## config.mk

```make
export PLATFORM = sky130hd
export DESIGN_NAME = airi5c_src_b_stage_flat
export DESIGN_NICKNAME = d
export VERILOG_FILES = /design/src/rtl/airi5c_src_b_stage_pkg.sv /design/src/rtl/airi5c_src_b_stage_if.sv /design/src/rtl/airi5c_fwd_select.sv /design/src/rtl/airi5c_src_b_stage.sv /design/src/flat_wrapper.sv
export SDC_FILE = /design/constraint.sdc
export NUM_CORES = 1
export LEC_CHECK = 0
export ABC_AREA = 1
export CAP_MARGIN = 10
export CORE_ASPECT_RATIO = 1.25
export CORE_MARGIN = 2
export CORE_UTILIZATION = 25
export CTS_CLUSTER_SIZE = 16
export DETAILED_ROUTE_END_ITERATION = 10
export GPL_ROUTABILITY_DRIVEN = 0
export PLACE_DENSITY = 0.77
export SYNTH_ARGS = -nofsm -noshare
export SYNTH_HDL_FRONTEND = slang
export SYNTH_HIERARCHICAL = 1
export SYNTH_SLANG_ARGS = --single-unit
```

## constraint.sdc

```tcl
create_clock -name clk_i -period 2.7 [get_ports clk_i]
set_input_delay 0.54 -clock clk_i [delete_from_list [all_inputs] [get_ports clk_i]]
set_output_delay 0.54 -clock clk_i [all_outputs]
set_load 0.005 [all_outputs]
```

## src/rtl/airi5c_src_b_stage_pkg.sv

```systemverilog
`default_nettype none
// +----------------------------------------------------------------------------+
// | Module   : airi5c_src_b_stage_pkg                                          |
// | Purpose  : Operand-B select encodings and default widths for src_b stage   |
// | Revision : 1.0 - initial release                                           |
// +----------------------------------------------------------------------------+
package airi5c_src_b_stage_pkg;

    localparam int XPR_LEN         = 32;
    localparam int SRC_B_SEL_WIDTH = 2;

    typedef enum logic [SRC_B_SEL_WIDTH-1:0] {
        SRC_B_RS2  = 2'd0,
        SRC_B_IMM  = 2'd1,
        SRC_B_FOUR = 2'd2,
        SRC_B_ZERO = 2'd3
    } src_b_sel_e;

endpackage
`default_nettype wire

```

## src/rtl/airi5c_src_b_stage_if.sv

```systemverilog
`default_nettype none
// +----------------------------------------------------------------------------+
// | Module   : airi5c_src_b_stage_if                                           |
// | Purpose  : DX request, forwarding and EX handshake bundle of src_b stage   |
// | Revision : 1.0 - initial release                                           |
// +----------------------------------------------------------------------------+
interface airi5c_src_b_stage_if
    import airi5c_src_b_stage_pkg::*;
#(
    parameter int XLEN    = XPR_LEN,
    parameter int NUM_FWD = 2,
    parameter int REG_AW  = 5
);
    logic                        flush;
    logic                        in_valid;
    logic                        in_ready;
    logic [SRC_B_SEL_WIDTH-1:0]  src_b_sel;
    logic                        was_compressed;
    logic [XLEN-1:0]             imm;
    logic [REG_AW-1:0]           rs2_addr;
    logic [XLEN-1:0]             rs2_data;
    logic [NUM_FWD-1:0]          fwd_valid;
    logic [NUM_FWD*REG_AW-1:0]   fwd_addr;
    logic [NUM_FWD*XLEN-1:0]     fwd_data;
    logic [XLEN-1:0]             alu_src_b;
    logic                        out_valid;
    logic                        out_ready;
    logic                        fwd_hit;

    modport master (
        output flush, in_valid, src_b_sel, was_compressed, imm, rs2_addr, rs2_data,
               fwd_valid, fwd_addr, fwd_data, out_ready,
        input  in_ready, alu_src_b, out_valid, fwd_hit
    );

    modport slave (
        input  flush, in_valid, src_b_sel, was_compressed, imm, rs2_addr, rs2_data,
               fwd_valid, fwd_addr, fwd_data, out_ready,
        output in_ready, alu_src_b, out_valid, fwd_hit
    );

endinterface
`default_nettype wire

```

## src/rtl/airi5c_fwd_select.sv

```systemverilog
`default_nettype none
// +----------------------------------------------------------------------------+
// | Module   : airi5c_fwd_select                                               |
// | Purpose  : Priority match of rs2 against in-flight results (index 0 wins)  |
// | Revision : 1.0 - initial release                                           |
// +----------------------------------------------------------------------------+
module airi5c_fwd_select #(
    parameter int XLEN    = 32,
    parameter int NUM_FWD = 2,
    parameter int REG_AW  = 5
) (
    input  wire logic [REG_AW-1:0]         rs2_addr,
    input  wire logic [XLEN-1:0]           rs2_data,
    input  wire logic [NUM_FWD-1:0]        fwd_valid,
    input  wire logic [NUM_FWD*REG_AW-1:0] fwd_addr,
    input  wire logic [NUM_FWD*XLEN-1:0]   fwd_data,
    output logic      [XLEN-1:0]           data,
    output logic                           hit
);

    // Scan from the oldest source down so the youngest match overwrites last.
    always_comb begin
        data = rs2_data;
        hit  = 1'b0;
        if (rs2_addr != '0) begin
            for (int i = NUM_FWD - 1; i >= 0; i--) begin
                if (fwd_valid[i] && (fwd_addr[i*REG_AW +: REG_AW] == rs2_addr)) begin
                    data = fwd_data[i*XLEN +: XLEN];
                    hit  = 1'b1;
                end
            end
        end
    end

endmodule
`default_nettype wire

```

## src/rtl/airi5c_src_b_stage.sv

```systemverilog
`default_nettype none
// +----------------------------------------------------------------------------+
// | Module   : airi5c_src_b_stage                                              |
// | Purpose  : Registered ALU operand-B select with forwarding and flush.      |
// |            Forwarding enabled by defining AIRI5C_SRC_B_FWD_EN.             |
// | Revision : 1.0 - initial release                                           |
// +----------------------------------------------------------------------------+
module airi5c_src_b_stage
    import airi5c_src_b_stage_pkg::*;
#(
    parameter int XLEN    = XPR_LEN,
    parameter int NUM_FWD = 2,
    parameter int REG_AW  = 5
) (
    input wire logic              clk_i,
    input wire logic              rst_i,
    airi5c_src_b_stage_if.slave   bus
);

    logic [XLEN-1:0] r_data;
    logic            r_valid;
    logic            r_hit;
    logic [XLEN-1:0] w_rs2_data;
    logic            w_rs2_hit;
    logic [XLEN-1:0] w_sel_data;
    logic            w_sel_hit;
    logic            w_in_ready;
    logic            w_accept;

`ifdef AIRI5C_SRC_B_FWD_EN
    airi5c_fwd_select #(
        .XLEN    (XLEN),
        .NUM_FWD (NUM_FWD),
        .REG_AW  (REG_AW)
    ) u_fwd_select (
        .rs2_addr  (bus.rs2_addr),
        .rs2_data  (bus.rs2_data),
        .fwd_valid (bus.fwd_valid),
        .fwd_addr  (bus.fwd_addr),
        .fwd_data  (bus.fwd_data),
        .data      (w_rs2_data),
        .hit       (w_rs2_hit)
    );
`else
    logic [NUM_FWD*(1+REG_AW+XLEN)-1:0] unused_fwd;
    logic [REG_AW-1:0]                  unused_rs2_addr;

    assign unused_fwd      = {bus.fwd_valid, bus.fwd_addr, bus.fwd_data};
    assign unused_rs2_addr = bus.rs2_addr;
    assign w_rs2_data      = bus.rs2_data;
    assign w_rs2_hit       = 1'b0;
`endif

    always_comb begin
        w_sel_data = '0;
        w_sel_hit  = 1'b0;
        case (bus.src_b_sel)
            SRC_B_RS2: begin
                w_sel_data = w_rs2_data;
                w_sel_hit  = w_rs2_hit;
            end
            SRC_B_IMM:  w_sel_data = bus.imm;
            SRC_B_FOUR: w_sel_data = bus.was_compressed ? XLEN'(2) : XLEN'(4);
            default:    w_sel_data = '0;
        endcase
    end

    assign w_in_ready = !r_valid || bus.out_ready;
    assign w_accept   = bus.in_valid && w_in_ready && !bus.flush;

    // Flush outranks accept; a stalled entry keeps its data and hit flag untouched.
    always_ff @(posedge clk_i) begin
        if (rst_i) begin
            r_valid <= 1'b0;
            r_data  <= '0;
            r_hit   <= 1'b0;
        end else if (bus.flush) begin
            r_valid <= 1'b0;
        end else if (w_accept) begin
            r_valid <= 1'b1;
            r_data  <= w_sel_data;
            r_hit   <= w_sel_hit;
        end else if (bus.out_ready) begin
            r_valid <= 1'b0;
        end
    end

    assign bus.in_ready  = w_in_ready;
    assign bus.out_valid = r_valid;
    assign bus.alu_src_b = r_data;
    assign bus.fwd_hit   = r_hit;

endmodule
`default_nettype wire
```

## src/flat_wrapper.sv

```systemverilog
// flat-port wrapper written by rule: the top's interface ports become plain ports
module airi5c_src_b_stage_flat import airi5c_src_b_stage_pkg::*;
#(
    parameter int XLEN    = XPR_LEN,
    parameter int NUM_FWD = 2,
    parameter int REG_AW  = 5
)
  (clk_i, rst_i, bus_flush, bus_in_valid, bus_src_b_sel, bus_was_compressed, bus_imm, bus_rs2_addr, bus_rs2_data, bus_fwd_valid, bus_fwd_addr, bus_fwd_data, bus_out_ready, bus_in_ready, bus_alu_src_b, bus_out_valid, bus_fwd_hit);
  airi5c_src_b_stage_if #(.XLEN(XLEN), .NUM_FWD(NUM_FWD), .REG_AW(REG_AW)) bus_i ();
  input wire logic clk_i;
  input wire logic rst_i;
  input wire logic [$bits(bus_i.flush)-1:0] bus_flush;
  input wire logic [$bits(bus_i.in_valid)-1:0] bus_in_valid;
  input wire logic [$bits(bus_i.src_b_sel)-1:0] bus_src_b_sel;
  input wire logic [$bits(bus_i.was_compressed)-1:0] bus_was_compressed;
  input wire logic [$bits(bus_i.imm)-1:0] bus_imm;
  input wire logic [$bits(bus_i.rs2_addr)-1:0] bus_rs2_addr;
  input wire logic [$bits(bus_i.rs2_data)-1:0] bus_rs2_data;
  input wire logic [$bits(bus_i.fwd_valid)-1:0] bus_fwd_valid;
  input wire logic [$bits(bus_i.fwd_addr)-1:0] bus_fwd_addr;
  input wire logic [$bits(bus_i.fwd_data)-1:0] bus_fwd_data;
  input wire logic [$bits(bus_i.out_ready)-1:0] bus_out_ready;
  output wire logic [$bits(bus_i.in_ready)-1:0] bus_in_ready;
  output wire logic [$bits(bus_i.alu_src_b)-1:0] bus_alu_src_b;
  output wire logic [$bits(bus_i.out_valid)-1:0] bus_out_valid;
  output wire logic [$bits(bus_i.fwd_hit)-1:0] bus_fwd_hit;
  assign bus_i.flush = bus_flush;
  assign bus_i.in_valid = bus_in_valid;
  assign bus_i.src_b_sel = bus_src_b_sel;
  assign bus_i.was_compressed = bus_was_compressed;
  assign bus_i.imm = bus_imm;
  assign bus_i.rs2_addr = bus_rs2_addr;
  assign bus_i.rs2_data = bus_rs2_data;
  assign bus_i.fwd_valid = bus_fwd_valid;
  assign bus_i.fwd_addr = bus_fwd_addr;
  assign bus_i.fwd_data = bus_fwd_data;
  assign bus_i.out_ready = bus_out_ready;
  assign bus_in_ready = bus_i.in_ready;
  assign bus_alu_src_b = bus_i.alu_src_b;
  assign bus_out_valid = bus_i.out_valid;
  assign bus_fwd_hit = bus_i.fwd_hit;
  airi5c_src_b_stage #(.XLEN(XLEN), .NUM_FWD(NUM_FWD), .REG_AW(REG_AW)) u_core (.clk_i(clk_i), .rst_i(rst_i), .bus(bus_i));
endmodule
```

Word level (Yosys, flattened, before mapping)
Index checks and enable logic that the tools add are counted.
Widths: inputs -> output; s select.
{"block": "classes", "n_eq_ne": 2, "mux": 4, "n_bitwise": 1, "reduce_logical": 9}
{"operator": "$pmux 32 s3", "n": 1}
{"operator": "$mux 3", "n": 1}
{"operator": "$eq 2x1->1 const B", "n": 1}
{"operator": "$eq 2x2->1 const B", "n": 1}
{"operator": "$logic_and 1x1->1", "n": 2}
{"operator": "$logic_not 1->1", "n": 2}
{"operator": "$logic_not 2->1", "n": 1}
{"operator": "$mux 1", "n": 2}
{"operator": "$reduce_and 2->1", "n": 1}
{"operator": "$reduce_bool 2->1", "n": 1}
{"operator": "$reduce_or 2->1", "n": 1}
{"operator": "$logic_or 1x1->1", "n": 1}
{"operator": "$not 1->1", "n": 1}
{"block": "totals", "register_bits": 33, "input_bits": 153}

Depth between registers and ports, before layout
{"block": "logic_depth", "word_depth": 5, "depth_mapped": 6}

Worst setup path before layout
OpenSTA, ideal clock, no wires.
{"block": "synth_path", "path_kind": "input -> register", "start": "in bus_out_ready", "end": "reg u_core.r_data[21] (netlist: u_core/bus.alu_src_b[21])", "arrival_time_ns": 1.117, "required_ns": 2.578, "setup_slack_ns": 1.462, "path_stages": 6, "path_cell_list": "inv_1 nand2_1 nand3_2 buf_2 a21oi_1 a21oi_2"}
{"block": "synth_between", "elab_chain_len": 4}
{"element": "from (decl)", "line_no": "flat_wrapper.sv:22", "text": "input wire logic [$bits(bus_i.out_ready)-1:0] bus_out_ready;"}
{"element": "$logic_or 1x1->1", "line_no": "airi5c_src_b_stage.sv:68", "text": "assign w_in_ready = !r_valid || bus.out_ready;"}
{"element": "net bus_in_ready", "line_no": "flat_wrapper.sv:23", "text": "output wire logic [$bits(bus_i.in_ready)-1:0] bus_in_ready;"}
{"element": "$logic_and 1x1->1 (2 in a row)", "line_no": "airi5c_src_b_stage.sv:69", "text": "assign w_accept = bus.in_valid && w_in_ready && !bus.flush;"}
{"element": "$reduce_and 2->1 (no source line)"}
{"element": "to (signal assigned)", "line_no": "airi5c_src_b_stage.sv:81", "text": "r_data <= w_sel_data;"}
{"element": "to (decl)", "line_no": "airi5c_src_b_stage.sv:20", "text": "logic [XLEN-1:0] r_data;"}
The timed path passes the listed nets, and every way through them passes these cells.
A chain may end at the register's enable or synchronous reset.

Worst setup path after layout
{"block": "layout_path", "start": "in bus_out_ready", "end": "out bus_in_ready"}
{"block": "layout_between", "elab_chain_len": 1}
{"element": "$logic_or 1x1->1", "line_no": "airi5c_src_b_stage.sv:68"}
{"element": "to (decl)", "line_no": "flat_wrapper.sv:23"}
No other way between the ends.

==> flow_summary.html <==
<table>
<tr><th>Metric</th><th>Value</th></tr>
<tr><th colspan="2">Die</th></tr>
<tr><td>Die Width</td><td>74.1 µm</td></tr>
<tr><td>Die Area</td><td>6790 µm²</td></tr>
<tr><td>Height of the die</td><td>91.7 µm</td></tr>
<tr><td>Placeable core area</td><td>5860 µm²</td></tr>
<tr><td>Row count</td><td>31</td></tr>
<tr><td># IOs</td><td>between 150 and 200</td></tr>
<tr><td>Initial core utilization</td><td>about a quarter</td></tr>
<tr><th colspan="2">Critical path</th></tr>
<tr><td>Classification of the worst setup path</td><td>in -&gt; out</td></tr>
<tr><td>Crit. End Element</td><td>output pin</td></tr>
<tr><td>Worst endpoint data arrival time</td><td>1.68 ns</td></tr>
<tr><td>Family with the most delay on the worst path</td><td>buffers and inverters</td></tr>
<tr><td>Reg-to-reg endpoint</td><td>u_core/bus.alu_src_b[21]$_SDFFE_PP0P_</td></tr>
<tr><td>Startpoint of the most critical register-to-register path</td><td>u_core/bus.out_valid$_SDFFE_PP0P_</td></tr>
<tr><td>Number of buffer and inverter stages on the critical path</td><td>3</td></tr>
<tr><td>Highest cell delay on the worst timing path</td><td>0.52 ns</td></tr>
<tr><td>CP Max Fanout</td><td>3</td></tr>
<tr><td>R2r worst-path depth</td><td>4</td></tr>
<tr><td>Most prevalent standard cell on the critical path</td><td>clkdlybuf4s50_1</td></tr>
<tr><td>Cell type of the slowest stage on the worst timing path</td><td>clkdlybuf4s50_1</td></tr>
<tr><td>Type of origin of the critical path</td><td>input pin</td></tr>
<tr><td>Setup crit start</td><td>bus_out_ready</td></tr>
<tr><td>R2R Setup Slk</td><td>around 1.1 ns</td></tr>
<tr><td>Ordered list of cells on the worst path</td><td>clkdlybuf4s50_1 -&gt; inv_1 -&gt; nand2_1 -&gt; clkdlybuf4s50_1</td></tr>
<tr><td>Data required time at the worst endpoint</td><td>approximately 2.2 ns</td></tr>
<tr><th colspan="2">Logic synthesis</th></tr>
<tr><td>Post-Syn Area</td><td>~1500 µm²</td></tr>
<tr><td>Library cells used by synthesis</td><td>20</td></tr>
<tr><td>Sequential area share after synthesis</td><td>43.0%</td></tr>
<tr><td>Synthesis warning total</td><td>6</td></tr>
<tr><td>Post-synthesis net count</td><td>355</td></tr>
<tr><td>Gate Count Post-Synth</td><td>202</td></tr>
<tr><td>Number of synthesized register bits</td><td>33</td></tr>
<tr><td>Post-synthesis average cell area</td><td>between 7 and 8 µm²</td></tr>
<tr><th colspan="2">Global route</th></tr>
<tr><td>Met2 capacity usage during global routing</td><td>25.9%</td></tr>
<tr><td>Met1 track demand over resource in global routing</td><td>20.1%</td></tr>
<tr><td>Met3 track demand over resource in global routing</td><td>slightly below 7%</td></tr>
<tr><td>Largest net degree at the start of global routing</td><td>34</td></tr>
<tr><td>Aggregate global routing overflow</td><td>0</td></tr>
<tr><td>Layer with the highest usage after global routing</td><td>met2</td></tr>
<tr><td>Global-route wire length before repair</td><td>8670 µm</td></tr>
<tr><td>Via count of the first global-routing pass</td><td>roughly 1,800</td></tr>
<tr><td>Total GRT Usage</td><td>16.4%</td></tr>
<tr><td>Number of antenna violations at the first check in global routing</td><td>0</td></tr>
<tr><th colspan="2">Power and ir drop</th></tr>
<tr><td>Pwr dens</td><td>456 nW/µm²</td></tr>
<tr><td>Cell leakage power</td><td>0.995 nW</td></tr>
<tr><td>Worst vdd ir</td><td>0.207 mV</td></tr>
<tr><th colspan="2">Place</th></tr>
<tr><td>Dpl hpwl</td><td>3810 µm</td></tr>
<tr><td>Post-Place Setup Slack</td><td>0.371 ns</td></tr>
<tr><td>Placed cells</td><td>between 300 and 400</td></tr>
<tr><td>IO Port Bufs</td><td>105</td></tr>
<tr><th colspan="2">Routing</th></tr>
<tr><td>Detailed-routing iteration count for the pre-antenna-repair pass</td><td>4</td></tr>
<tr><td>Final WL</td><td>5640 µm</td></tr>
<tr><td>Average via count per standard cell</td><td>4.89</td></tr>
<tr><td>Final antenna-violating net count</td><td>0</td></tr>
<tr><td>Number of DRC violations after detailed-routing iteration 0</td><td>68</td></tr>
<tr><td>Count of vias placed by the detailed router</td><td>around 1,900</td></tr>
<tr><td>Post-DR wirelength/cell</td><td>between 10 and 15 µm</td></tr>
<tr><td>Number of remaining DRC errors</td><td>0</td></tr>
<tr><th colspan="2">Clocking</th></tr>
<tr><td>TritonCTS buffer count</td><td>5</td></tr>
<tr><td>Root cell of the clock tree</td><td>clkbuf_8</td></tr>
<tr><td>Resize count post-CTS</td><td>0</td></tr>
<tr><td>Max Buffers Root-to-Sink</td><td>2</td></tr>
<tr><td>Number of H-tree levels</td><td>2</td></tr>
<tr><td>CTS tree</td><td>done</td></tr>
<tr><td>Clock Sink Count</td><td>33</td></tr>
<tr><td>Setup fix buffers added after clock tree synthesis</td><td>0</td></tr>
<tr><td>Clk slew on worst S/H paths</td><td>0.07 ns</td></tr>
<tr><td>Number of buffers inserted by hold repair at cts</td><td>0</td></tr>
<tr><td>Clock latency on the worst-skew pair</td><td>0.28 ns</td></tr>
<tr><th colspan="2">Timing</th></tr>
<tr><td>Worst setup slack after layout</td><td>0.477 ns</td></tr>
<tr><td>Least-Margin Pin Slew</td><td>slightly above 0.7 ns</td></tr>
<tr><td>Clock Skew</td><td>0.00671 ns</td></tr>
<tr><td># setup viols final</td><td>0</td></tr>
<tr><td>Final Slew Violations</td><td>0</td></tr>
<tr><td>Fin. Hold Viols</td><td>0</td></tr>
<tr><td>Fmax</td><td>450 MHz</td></tr>
<tr><td>RSZ-0062 raised after global routing</td><td>no</td></tr>
<tr><td>Crit path time final</td><td>between 2 and 2.5 ns</td></tr>
<tr><td>Setup total negative slack</td><td>0 ns</td></tr>
<tr><td>Worst relative slew slack</td><td>52.1%</td></tr>
<tr><td>Part of the cycle the worst path needs</td><td>approximately 80%</td></tr>
<tr><th colspan="2">Worst hold path</th></tr>
<tr><td>Hold Crit Endpoint</td><td>u_core/bus.alu_src_b[2]$_SDFFE_PP0P_</td></tr>
<tr><td>Hold Path Cell Cnt</td><td>2</td></tr>
<tr><td>Hold Startpoint</td><td>u_core/bus.alu_src_b[2]$_SDFFE_PP0P_</td></tr>
<tr><td>Worst hold path class</td><td>reg -&gt; reg</td></tr>
<tr><th colspan="2">Job</th></tr>
<tr><td>Max-Cap Viols</td><td>0</td></tr>
<tr><th colspan="2">Cells and area</th></tr>
<tr><td>Post-route insts no fill</td><td>381</td></tr>
<tr><td>Diodes inserted</td><td>0</td></tr>
<tr><td>Number of nets in the layout</td><td>451</td></tr>
<tr><td>Share of final-layout standard cells stronger than drive strength 1</td><td>6.69%</td></tr>
<tr><td>Signed area change from the synthesized netlist to the final layout</td><td>76.6%</td></tr>
<tr><th colspan="2">Run status</th></tr>
<tr><td>Status</td><td>completed</td></tr>
</table>
## stage by stage
step | hold slack, ns | cell area [µm²] | power [mW] | utilization, %
after detailed placement | 0.460 | 2610 | 0.833 | 44.6
after CTS | 0.471 | 2710 | 1.26 | 46.3
after floorplan | 0.455 | 1540 | 0.645 | -
after global placement | 0.453 | 2610 | 0.829 | 44.6
after global routing | 0.499 | 2710 | 1.30 | 46.3
final | 0.467 | 2710 | 1.24 | 46.3
## sequential cells by signal, summed over array words and instances, names as in the netlist
signal / cells
u_core/bus.alu_src_b: 32
u_core/bus.out_valid: 1
## cell usage after synthesis
library cell / instances / area (µm²)
nor2_4: 2 / 22.5
buf_2: 12 / 60.1
a21oi_1: 59 / 295
clkbuf_1: 3 / 11.3
nand3_2: 1 / 10.0
o21ai_0: 21 / 105
inv_1: 4 / 15.0
dfxtp_1: 33 / 661
nand2_2: 1 / 6.26
inv_2: 2 / 7.51
conb_1: 1 / 3.75
nor2_1: 2 / 7.51
nand3b_1: 1 / 7.51
a21oi_2: 2 / 17.5
buf_6: 3 / 33.8
o21ai_1: 9 / 45.0
buf_4: 2 / 15.0
nand2_1: 8 / 30.0
nand3_1: 35 / 175
a211oi_1: 1 / 7.51
## worst max path at each step
stage          slack (ns)  depth (start not counted)                                     to
2_1_floorplan        1.46                          6  u_core/bus.alu_src_b[21]$_SDFFE_PP0P_
3_3_place_gp         0.41                          6  u_core/bus.alu_src_b[21]$_SDFFE_PP0P_
3_5_place_dp         0.37                          6  u_core/bus.alu_src_b[21]$_SDFFE_PP0P_
4_1_cts              0.47                          4                           bus_in_ready
5_1_grt              0.41                          4                           bus_in_ready
6_report             0.48                          4                           bus_in_ready
## cell type report
cell class	instances	area (µm²)
Fill cell	570	3140
Timing Repair Buffer	109	1090
Multi-Input combinational cell	143	733
Sequential cell	33	661
Tap cell	82	103
Clock buffer	7	96.3
Inverter	6	22.5
Clock inverter	1	5.00
## layer usage
layer	wire length [µm]	part of all wire, %	vias to the layer above
met2	2540	45	88
met5	0	0	-
met4	62	1.1	0
met1	2470	44	869
li1	-	-	901
met3	573	10	6
## cells in the final DEF, fill, tap and decap left out, types with 3 or more instances in the layout
cell type        netlist  routed
a21oi_1               59      59
buf_4                  2       3
clkbuf_8               0       7
clkdlybuf4s50_1        0     105
dfxtp_1               33      33
inv_1                  4       4
nand2_1                8       8
nand3_1               35      35
o21ai_0               21      21
o21ai_1                9       9
## tightest hold or removal path: stages (launching register included)
cell and delay, ns:
dfxtp_1 0.31, nand2_1 0.06, a21oi_1 0.05
## logic make-up after synthesis
group	after synthesis	synth area share, %
other cells	1	0.244
flops	33	43.0
compound gates	92	30.6
simple gates	50	16.9
buf+inv	26	9.28
## power breakdown
part	internal [mW]	leakage (nW)	switching, mW
Clock	0.231	0.0542	0.186
Combinational	0.177	0.670	0.112
Sequential	0.518	0.271	0.0145
Total	0.925	0.995	0.312
(Power assumes the default switching activity.)
